### src/rtl/game_pkg.sv
// Shared encodings for the game flow controller: external game-state codes,
// internal flow FSM states and saturating decrement helpers.
package game_pkg;

  // Game state as reported by the external game state machine
  typedef enum logic [1:0] {
    GAME_INITIAL = 2'b00,
    GAME_RUNNING = 2'b01,
    GAME_OVER    = 2'b10,
    GAME_SUCCESS = 2'b11
  } game_state_e;

  // Internal flow FSM states
  typedef enum logic [1:0] {
    FLOW_IDLE  = 2'b00,
    FLOW_PLAY  = 2'b01,
    FLOW_DYING = 2'b10,
    FLOW_DONE  = 2'b11
  } flow_state_e;

  localparam int LIVES_W = 3;
  localparam int TIME_W  = 9;

  // Lives counter never wraps below zero
  function automatic logic [LIVES_W-1:0] sat_dec_lives(input logic [LIVES_W-1:0] v);
    return (v == 3'd0) ? 3'd0 : v - 3'd1;
  endfunction

  // Seconds counter never wraps below zero
  function automatic logic [TIME_W-1:0] sat_dec_time(input logic [TIME_W-1:0] v);
    return (v == 9'd0) ? 9'd0 : v - 9'd1;
  endfunction

endpackage

### src/rtl/btn_edge.sv
// Button conditioner: two-flop synchronizer for an asynchronous button level
// followed by a rising-edge detector. The rise output is valid two cycles after
// the raw edge; the consumer registers it, giving a three-cycle pulse latency.
module btn_edge (
  input  logic clk,
  input  logic rst_n,
  input  logic btn,
  output logic rise
);

  logic sync1_r;
  logic sync2_r;
  logic prev_r;

  // Synchronize the raw level and keep one cycle of history for edge detection
  always_ff @(posedge clk or negedge rst_n) begin
    if (!rst_n) begin
      sync1_r <= 1'b0;
      sync2_r <= 1'b0;
      prev_r  <= 1'b0;
    end else begin
      sync1_r <= btn;
      sync2_r <= sync1_r;
      prev_r  <= sync2_r;
    end
  end

  assign rise = sync2_r & ~prev_r;

endmodule

### src/rtl/game_flow_ctrl.sv
// Game flow controller: conditions start/restart buttons, tracks lives,
// death freeze and game-over / success levels.
// Optional feature: define GAME_TIMER_EN to count time_left down once per
// FRAMES_PER_SEC frame ticks while playing; expiry ends the game.
module game_flow_ctrl
  import game_pkg::*;
#(
  parameter int LIVES_INIT     = 3,
  parameter int TIME_INIT      = 300,
  parameter int FRAMES_PER_SEC = 60,
  parameter int DIE_FRAMES     = 90
) (
  input  logic       clk,
  input  logic       rst_n,
  input  logic       frame_tick,
  input  logic       btn_start,
  input  logic       btn_restart,
  input  logic       hit,
  input  logic       fall,
  input  logic       goal,
  input  logic [1:0] game_state,
  output logic       start,
  output logic       restart,
  output logic       over,
  output logic       success,
  output logic       freeze,
  output logic       respawn,
  output logic [2:0] lives,
  output logic [8:0] time_left
);

  localparam int DIE_W = $clog2(DIE_FRAMES + 1);
  localparam logic [LIVES_W-1:0] LIVES_LOAD = LIVES_W'(LIVES_INIT);
  localparam logic [TIME_W-1:0]  TIME_LOAD  = TIME_W'(TIME_INIT);
  localparam logic [DIE_W-1:0]   DIE_LOAD   = DIE_W'(DIE_FRAMES);

  logic start_rise_s;
  logic restart_rise_s;
  logic time_up_s;

  logic               start_r;
  logic               restart_r;
  flow_state_e        state_r;
  logic [DIE_W-1:0]   die_cnt_r;
  logic [LIVES_W-1:0] lives_r;
  logic [TIME_W-1:0]  time_left_r;
  logic               over_r;
  logic               success_r;
  logic               freeze_r;
  logic               respawn_r;

  btn_edge u_start_edge (
    .clk   (clk),
    .rst_n (rst_n),
    .btn   (btn_start),
    .rise  (start_rise_s)
  );

  btn_edge u_restart_edge (
    .clk   (clk),
    .rst_n (rst_n),
    .btn   (btn_restart),
    .rise  (restart_rise_s)
  );

  // Button pulses: restart always wins, start only from the title screen
  always_ff @(posedge clk or negedge rst_n) begin
    if (!rst_n) begin
      start_r   <= 1'b0;
      restart_r <= 1'b0;
    end else begin
      start_r   <= start_rise_s & ~restart_rise_s & (game_state == GAME_INITIAL);
      restart_r <= restart_rise_s;
    end
  end

`ifdef GAME_TIMER_EN
  localparam int FC_W = $clog2(FRAMES_PER_SEC + 1);
  localparam logic [FC_W-1:0] FC_LAST = FC_W'(FRAMES_PER_SEC - 1);

  logic [FC_W-1:0] frame_cnt_r;
  logic            sec_done_s;

  // A second elapses on the last frame of the second while playing
  always_comb begin
    sec_done_s = 1'b0;
    time_up_s  = 1'b0;
    if (frame_tick && (state_r == FLOW_PLAY) && (frame_cnt_r == FC_LAST)) begin
      sec_done_s = 1'b1;
      time_up_s  = (time_left_r <= 9'd1);
    end else begin
      sec_done_s = 1'b0;
      time_up_s  = 1'b0;
    end
  end

  // Frame-within-second counter, parked at zero outside of play start
  always_ff @(posedge clk or negedge rst_n) begin
    if (!rst_n) begin
      frame_cnt_r <= '0;
    end else if (restart_r || (state_r == FLOW_IDLE)) begin
      frame_cnt_r <= '0;
    end else if ((state_r == FLOW_PLAY) && frame_tick) begin
      frame_cnt_r <= sec_done_s ? '0 : frame_cnt_r + FC_W'(1);
    end
  end
`else
  assign time_up_s = 1'b0;
`endif

  // Flow FSM with registered lives, time and status outputs
  always_ff @(posedge clk or negedge rst_n) begin
    if (!rst_n) begin
      state_r     <= FLOW_IDLE;
      die_cnt_r   <= '0;
      lives_r     <= LIVES_LOAD;
      time_left_r <= TIME_LOAD;
      over_r      <= 1'b0;
      success_r   <= 1'b0;
      freeze_r    <= 1'b1;
      respawn_r   <= 1'b0;
    end else begin
      respawn_r <= 1'b0;
      if (restart_r) begin
        state_r     <= FLOW_IDLE;
        die_cnt_r   <= '0;
        lives_r     <= LIVES_LOAD;
        time_left_r <= TIME_LOAD;
        over_r      <= 1'b0;
        success_r   <= 1'b0;
        freeze_r    <= 1'b0;
      end else begin
        case (state_r)
          FLOW_IDLE: begin
            if (start_r) begin
              state_r     <= FLOW_PLAY;
              die_cnt_r   <= '0;
              lives_r     <= LIVES_LOAD;
              time_left_r <= TIME_LOAD;
              freeze_r    <= 1'b0;
            end
          end
          FLOW_PLAY: begin
`ifdef GAME_TIMER_EN
            if (sec_done_s) begin
              time_left_r <= sat_dec_time(time_left_r);
            end
`endif
            if (time_up_s) begin
              state_r  <= FLOW_DONE;
              lives_r  <= 3'd0;
              over_r   <= 1'b1;
              freeze_r <= 1'b1;
            end else if (hit || fall) begin
              state_r   <= FLOW_DYING;
              freeze_r  <= 1'b1;
              die_cnt_r <= DIE_LOAD;
            end else if (goal) begin
              state_r   <= FLOW_DONE;
              success_r <= 1'b1;
              freeze_r  <= 1'b1;
            end
          end
          FLOW_DYING: begin
            if (frame_tick) begin
              if (die_cnt_r <= DIE_W'(1)) begin
                die_cnt_r <= '0;
                lives_r   <= sat_dec_lives(lives_r);
                if (lives_r <= 3'd1) begin
                  state_r <= FLOW_DONE;
                  over_r  <= 1'b1;
                end else begin
                  state_r   <= FLOW_PLAY;
                  respawn_r <= 1'b1;
                  freeze_r  <= 1'b0;
                end
              end else begin
                die_cnt_r <= die_cnt_r - DIE_W'(1);
              end
            end
          end
          FLOW_DONE: begin
            state_r <= FLOW_DONE;
          end
          default: begin
            state_r <= FLOW_IDLE;
          end
        endcase
      end
    end
  end

  assign start     = start_r;
  assign restart   = restart_r;
  assign over      = over_r;
  assign success   = success_r;
  assign freeze    = freeze_r;
  assign respawn   = respawn_r;
  assign lives     = lives_r;
  assign time_left = time_left_r;

endmodule

### config.mk
export PLATFORM = sky130hd
export DESIGN_NAME = game_flow_ctrl
export DESIGN_NICKNAME = d
export VERILOG_FILES = /design/src/rtl/game_pkg.sv /design/src/rtl/btn_edge.sv /design/src/rtl/game_flow_ctrl.sv
export SDC_FILE = /design/constraint.sdc
export NUM_CORES = 1
export LEC_CHECK = 0
export ABC_AREA = 1
export CORE_AREA = 2 2 56 58
export CTS_BUF_LIST = sky130_fd_sc_hd__clkbuf_4 sky130_fd_sc_hd__clkbuf_8
export DETAILED_ROUTE_END_ITERATION = 12
export DIE_AREA = 0 0 58 60
export GPL_ROUTABILITY_DRIVEN = 0
export GPL_TIMING_DRIVEN = 0
export PLACE_DENSITY = 0.76
export REMOVE_ABC_BUFFERS = 1
export SLEW_MARGIN = 30
export SYNTH_ARGS = -nofsm -noshare
export SYNTH_HDL_FRONTEND = slang
export SYNTH_SLANG_ARGS = --single-unit
### constraint.sdc
create_clock -name clk -period 1.6 [get_ports clk]
set_input_delay 0.32 -clock clk [delete_from_list [all_inputs] [get_ports clk]]
set_output_delay 0.32 -clock clk [all_outputs]
set_load 0.005 [all_outputs]
## Word-level counts from Yosys, hierarchy flattened

Cells that the tools add are included.

- Register bits after elaboration: 33
- Bits of input ports: 10
- Output and inout port bits: 18
- Word-level logic and storage cells: 102

- Add/sub/neg operators: 2
- Order comparisons: 2
- Equal/unequal tests: 10
- Mux-type cells: 44
- Bitwise logic cells: 7
- Reduce and logical (&&, ||, !) cells: 21

Operator list:

| kind | number |
|---|---|
| 7-bit two-way mux | 5 |
| 9-bit two-way mux | 3 |
| 7-bit one-hot mux with 3 select lines | 1 |
| 1-bit two-way mux | 20 |
| 4-bit AND reduction | 4 |
| 2-bit nonzero test | 8 |
| 3-bit two-way mux | 5 |
| 3-bit != test (second input constant) | 5 |
| 2-bit two-way mux | 7 |
| 2-bit one-hot mux with 4 select lines | 1 |
| 7-bit by 1-bit <= comparator with 1-bit output (second input constant) | 1 |
| 7-bit by 1-bit subtractor with 7-bit output (second input constant) | 1 |
| 3-bit one-hot mux with 2 select lines | 1 |
| 6-bit AND reduction | 1 |
| 1-bit AND | 4 |
| 2-bit equality test (second input constant) | 2 |
| 2-bit zero test | 2 |
| 4-bit != test (second input constant) | 1 |
| 4-bit nonzero test | 1 |
| 3-bit by 1-bit <= comparator with 1-bit output (second input constant) | 1 |
| 3-bit zero test | 1 |
| 1-bit NOT | 3 |
| 1-bit one-hot mux with 3 select lines | 1 |
| 3-bit AND reduction | 1 |
| other kinds (6) | 6 |

## Longest topological paths before layout

- Depth in word-level cells: 6
- Depth in mapped cells: 11
- Mapped depth without buffers: 11

## Cells and area by module

Synthesis repeated with hierarchy kept, for this count alone.

- Cell total of the unflattened synthesis: 166
- Area total of the unflattened synthesis: 1390.1 µm²

By module, submodules not included:

| module | times used | cells an instance | area each (µm²) | seq. area each (µm²) |
|---|---|---|---|---|
| game_flow_ctrl | 1 | 156 | 1219.9 | 454.2 |
| btn_edge | 2 | 5 | 85.1 | 75.1 |

## Least setup slack after synthesis

No wires, ideal clock.

- Path type: register -> register
- From: reg state_r[1]
- To: reg die_cnt_r[3]
- Library setup time: 65 ps
- Data arrival time: 1374 ps
- Required time: 1535 ps
- Slack: 161 ps
- Stages on the path, launching flop included: 12
- Buffers on the path: 0
- Clock period less this slack: 1439 ps
- Cell sequence: dfrtp_1 > inv_1 > ha_1 > inv_1 > nor2_2 > nand2_1 > nand2_2 > nor2_4 > inv_4 > nor2_4 > nand2_1 > nand2_1

- Longest elaborated chain between the ends: 3
- Elaborated cells on any way between the ends: 10
- Those cells by class: 5 x eq/ne; 2 x mux; 3 x reduce/logical

RTL lines:

| element | line | source |
|---|---|---|
| start: declaration | game_flow_ctrl.sv:43 | `flow_state_e state_r;` |
| start signal: assignment | game_flow_ctrl.sv:114 | `state_r <= FLOW_IDLE;` |
| start signal: assignment | game_flow_ctrl.sv:125 | `state_r <= FLOW_IDLE;` |
| start signal: assignment | game_flow_ctrl.sv:136 | `state_r <= FLOW_PLAY;` |
| 2-bit by 1-bit equality test with 1-bit output (tied with other cells) | game_flow_ctrl.sv:133 | `case (state_r)` |
| 3-bit != test (no line) (tied with other cells) | -- |  |
| 4-bit AND reduction (no line) / 7-bit two-way mux (equally long branches) | -- |  |
| end signal: assignment | game_flow_ctrl.sv:178 | `die_cnt_r <= die_cnt_r - DIE_W'(1);` |
| end: declaration | game_flow_ctrl.sv:44 | `logic [DIE_W-1:0] die_cnt_r;` |

Parallel ways exist; a longest one is shown, timed or not.
A chain may end at the register's enable or synchronous reset.

## Worst setup path after layout

- From: reg state_r[0]
- To: reg die_cnt_r[6]

Same word-level chain as after synthesis.

==> flow_summary.json <==
{
  "antennaDiodeCount": 0,
  "slew_headroom_pct": 63.47,
  "required_ps": 1810,
  "cts_inserted_buffers": 3,
  "rrSetupSlack_ps": 30,
  "yosysWarnings": 0,
  "worstSetupPathType": "flip-flop to flip-flop",
  "hpwlAfterDp_mm": 2.110,
  "yosysUniqueCellTypes": 29,
  "cts_tree": "done",
  "power.density_mw_per_mm2": 1712,
  "drt-total-wl_mm": 3.118,
  "coreArea_mm2": 0.002903,
  "cts.sinks": 24,
  "grt_overflow": 0,
  "nets": 214,
  "max_freq_mhz": 636.7,
  "syn_inst": 166,
  "ios": 28,
  "p_leak_nw": 0.8663,
  "cts_root_buf": "clkbuf_4",
  "ir_drop_mv": 1.202,
  "skew_ps": 12.79,
  "areaGrowthSynthToFinish_pct": 23.59,
  "antenna_found_initial": 0,
  "grtUsageTotal_pct": 17.36,
  "final_core_util_pct": 59.61,
  "synth_top_family_by_area": "simple AND/OR/NAND/NOR gates",
  "synthMuxAreaShare_pct": 0,
  "cap_violations": 0,
  "yosys.area.top_type": "dfrtp_1",
  "largest_register": "die_cnt_r",
  "route.vias.total": 1176,
  "slew_violations": 0,
  "grt_pass1_wl_mm": 4.643,
  "hp-class": "flip-flop to flip-flop",
  "synth_simple_gate_area_share_pct": 27.26,
  "vias_per_cell": 5.135,
  "grt_max_degree": 25,
  "cp_max_fo": 6,
  "first_global_vias": 1090,
  "ant_nets": 0,
  "outcome": "finished clean",
  "synth_fa_ha_area_share_pct": 6.256,
  "setup_slack_ps": 29.39,
  "drt_iter0_drc": 42,
  "drc": 0,
  "clock_latency_ps": 310,
  "synth_compound_area_share_pct": 9.294,
  "layout_common_cells": "nand2_1 (34), dfrtp_1 (20), clkdlybuf4s50_1 (13)",
  "worstPathArrival_ps": 1790,
  "endpoint_kind": "flip-flop",
  "io_buffers": 18,
  "worst_pin_slew_ps": 547.9,
  "rows": 20,
  "synth_xor_area_share_pct": 1.877,
  "synth-seq-cells": 24,
  "synthTopCellsByArea": "dfrtp_1 (38%), nand2_1 (9.7%), ha_1 (6.3%)",
  "clkTransAtPathRegs_ps": 140,
  "die_w_um": 58,
  "reg2regPathDepth": 10,
  "synth_seq_area_share_pct": 43.16,
  "final_hold_viol_count": 0,
  "die_h_um": 60,
  "placed_cell_area_mm2": 0.001564,
  "avgSynthCellArea_um2": 8.434,
  "routedWlPerCell_um": 13.62,
  "finalInstanceArea_mm2": 0.001730,
  "dieArea_mm2": 0.003480,
  "synth_area_mm2": 0.001400,
  "firstDrtPassIters": 4,
  "largest_register_ff_count": 7,
  "power.total_w": 0.002963,
  "initial_utilization_pct": 48.23,
  "clockBufferDepth": 2,
  "fin_crit_ps": 1571,
  "final_common_cell": "nand2_1",
  "htreeDepth": 1,
  "pre_cts_slack_ps": -70.72,
  "min_path_cells": 0,
  "drive_above_1_share_pct": 24.49,
  "period_share_pct": 98.16,
  "report.final.setup_viol": 0,
  "yosysTopAreaCellShare_pct": 37.53,
  "startpoint_type": "flip-flop"
}
-- report_power, final --
group / total, W / switching [W] / internal, W
registers: 0.000860 / 0.000105 / 0.000754
logic: 0.00166 / 0.000982 / 0.000680
clock network: 0.000440 / 0.000187 / 0.000253
-- layer usage --
layer	GRT usage, %	vias to the layer above	part of all wire, %	wire length [um]
li1	-	572	-	-
met1	21.13	563	41	1276
met2	32.63	35	53	1665
met3	1.515	6	4.1	129
met4	4.983	0	1.5	46
met5	0	-	0	0
-- critical path, stage by stage, from the launching register on --
cell and delay, ps:
dfrtp_1 450, ha_2 210, inv_2 100, nor2_2 70, nand2_2 100, nand2_2 70
nor2_4 160, inv_4 70, buf_4 140, nand2_1 60, nand2_1 50
-- per-stage QoR --
| stage | cells | TNS (ps) | hold WS [ps] |
|---|---|---|---|
| final | 229 | 0 | 380.1 |
| after floorplan | 163 | 0 | 24.41 |
| after global routing | 229 | -339.8 | 386.3 |
| after CTS | 220 | 0 | 383.3 |
| after detailed placement | 214 | -300.1 | 333.9 |
| after global placement | 214 | -184.2 | 336.4 |
-- repair_timing --
action | CTS | global route
hold buffers | 1 | 0
gates resized for setup | 7 | 8
endpoints found under the hold margin | 21 | 0
buffers inserted | 1 | 9
pin swaps | 0 | 4
endpoints found under the setup margin | 14 | 12
-- cell families (layout without fill, tap and decap cells) --
kind of cell             count (synthesis)  in the layout
flip-flops                              24             24
other                                    2              9
adder cells (fa/ha/maj)                  7              7
AND/OR/NAND/NOR                         77             77
buffers and inverters                   31             54
AO/OA/AOI/OAI                           22             22
XOR/XNOR                                 3              3
-- path summary, 6_finish.rpt --
check	startpoint	end
worst min register to register	u_start_edge.sync1_r	u_start_edge.sync2_r
worst max-delay path	state_r[0]	die_cnt_r[6]
worst min-delay path	u_start_edge.sync1_r	u_start_edge.sync2_r
max in group asynchronous	rst_n	restart
worst max register to register	state_r[0]	die_cnt_r[6]
min in group asynchronous	rst_n	state_r[1]
-- final cells by class --
class / count / area (um2)
clock buffer: 3 / 22.52
sequential: 24 / 605.6
inverter: 21 / 83.83
multi-input combinational: 118 / 691.9
clock inverter: 1 / 30.03
timing repair buffer: 29 / 255.2
tap: 33 / 41.29
fill: 267 / 1172
-- cells in the mapped netlist, drive strengths merged --
master	number
ha	7
nor4	1
buf	10
dfstp	3
inv	21
nor3	3
nand4	3
o21ai	15
nand2	42
a21oi	2
o22ai	2
nor2	19
dfrtp	21
xor2	3
nand3	9
o211ai	1
o21bai	1
conb	2
a31oi	1
Power figures use the tool's default switching activity.
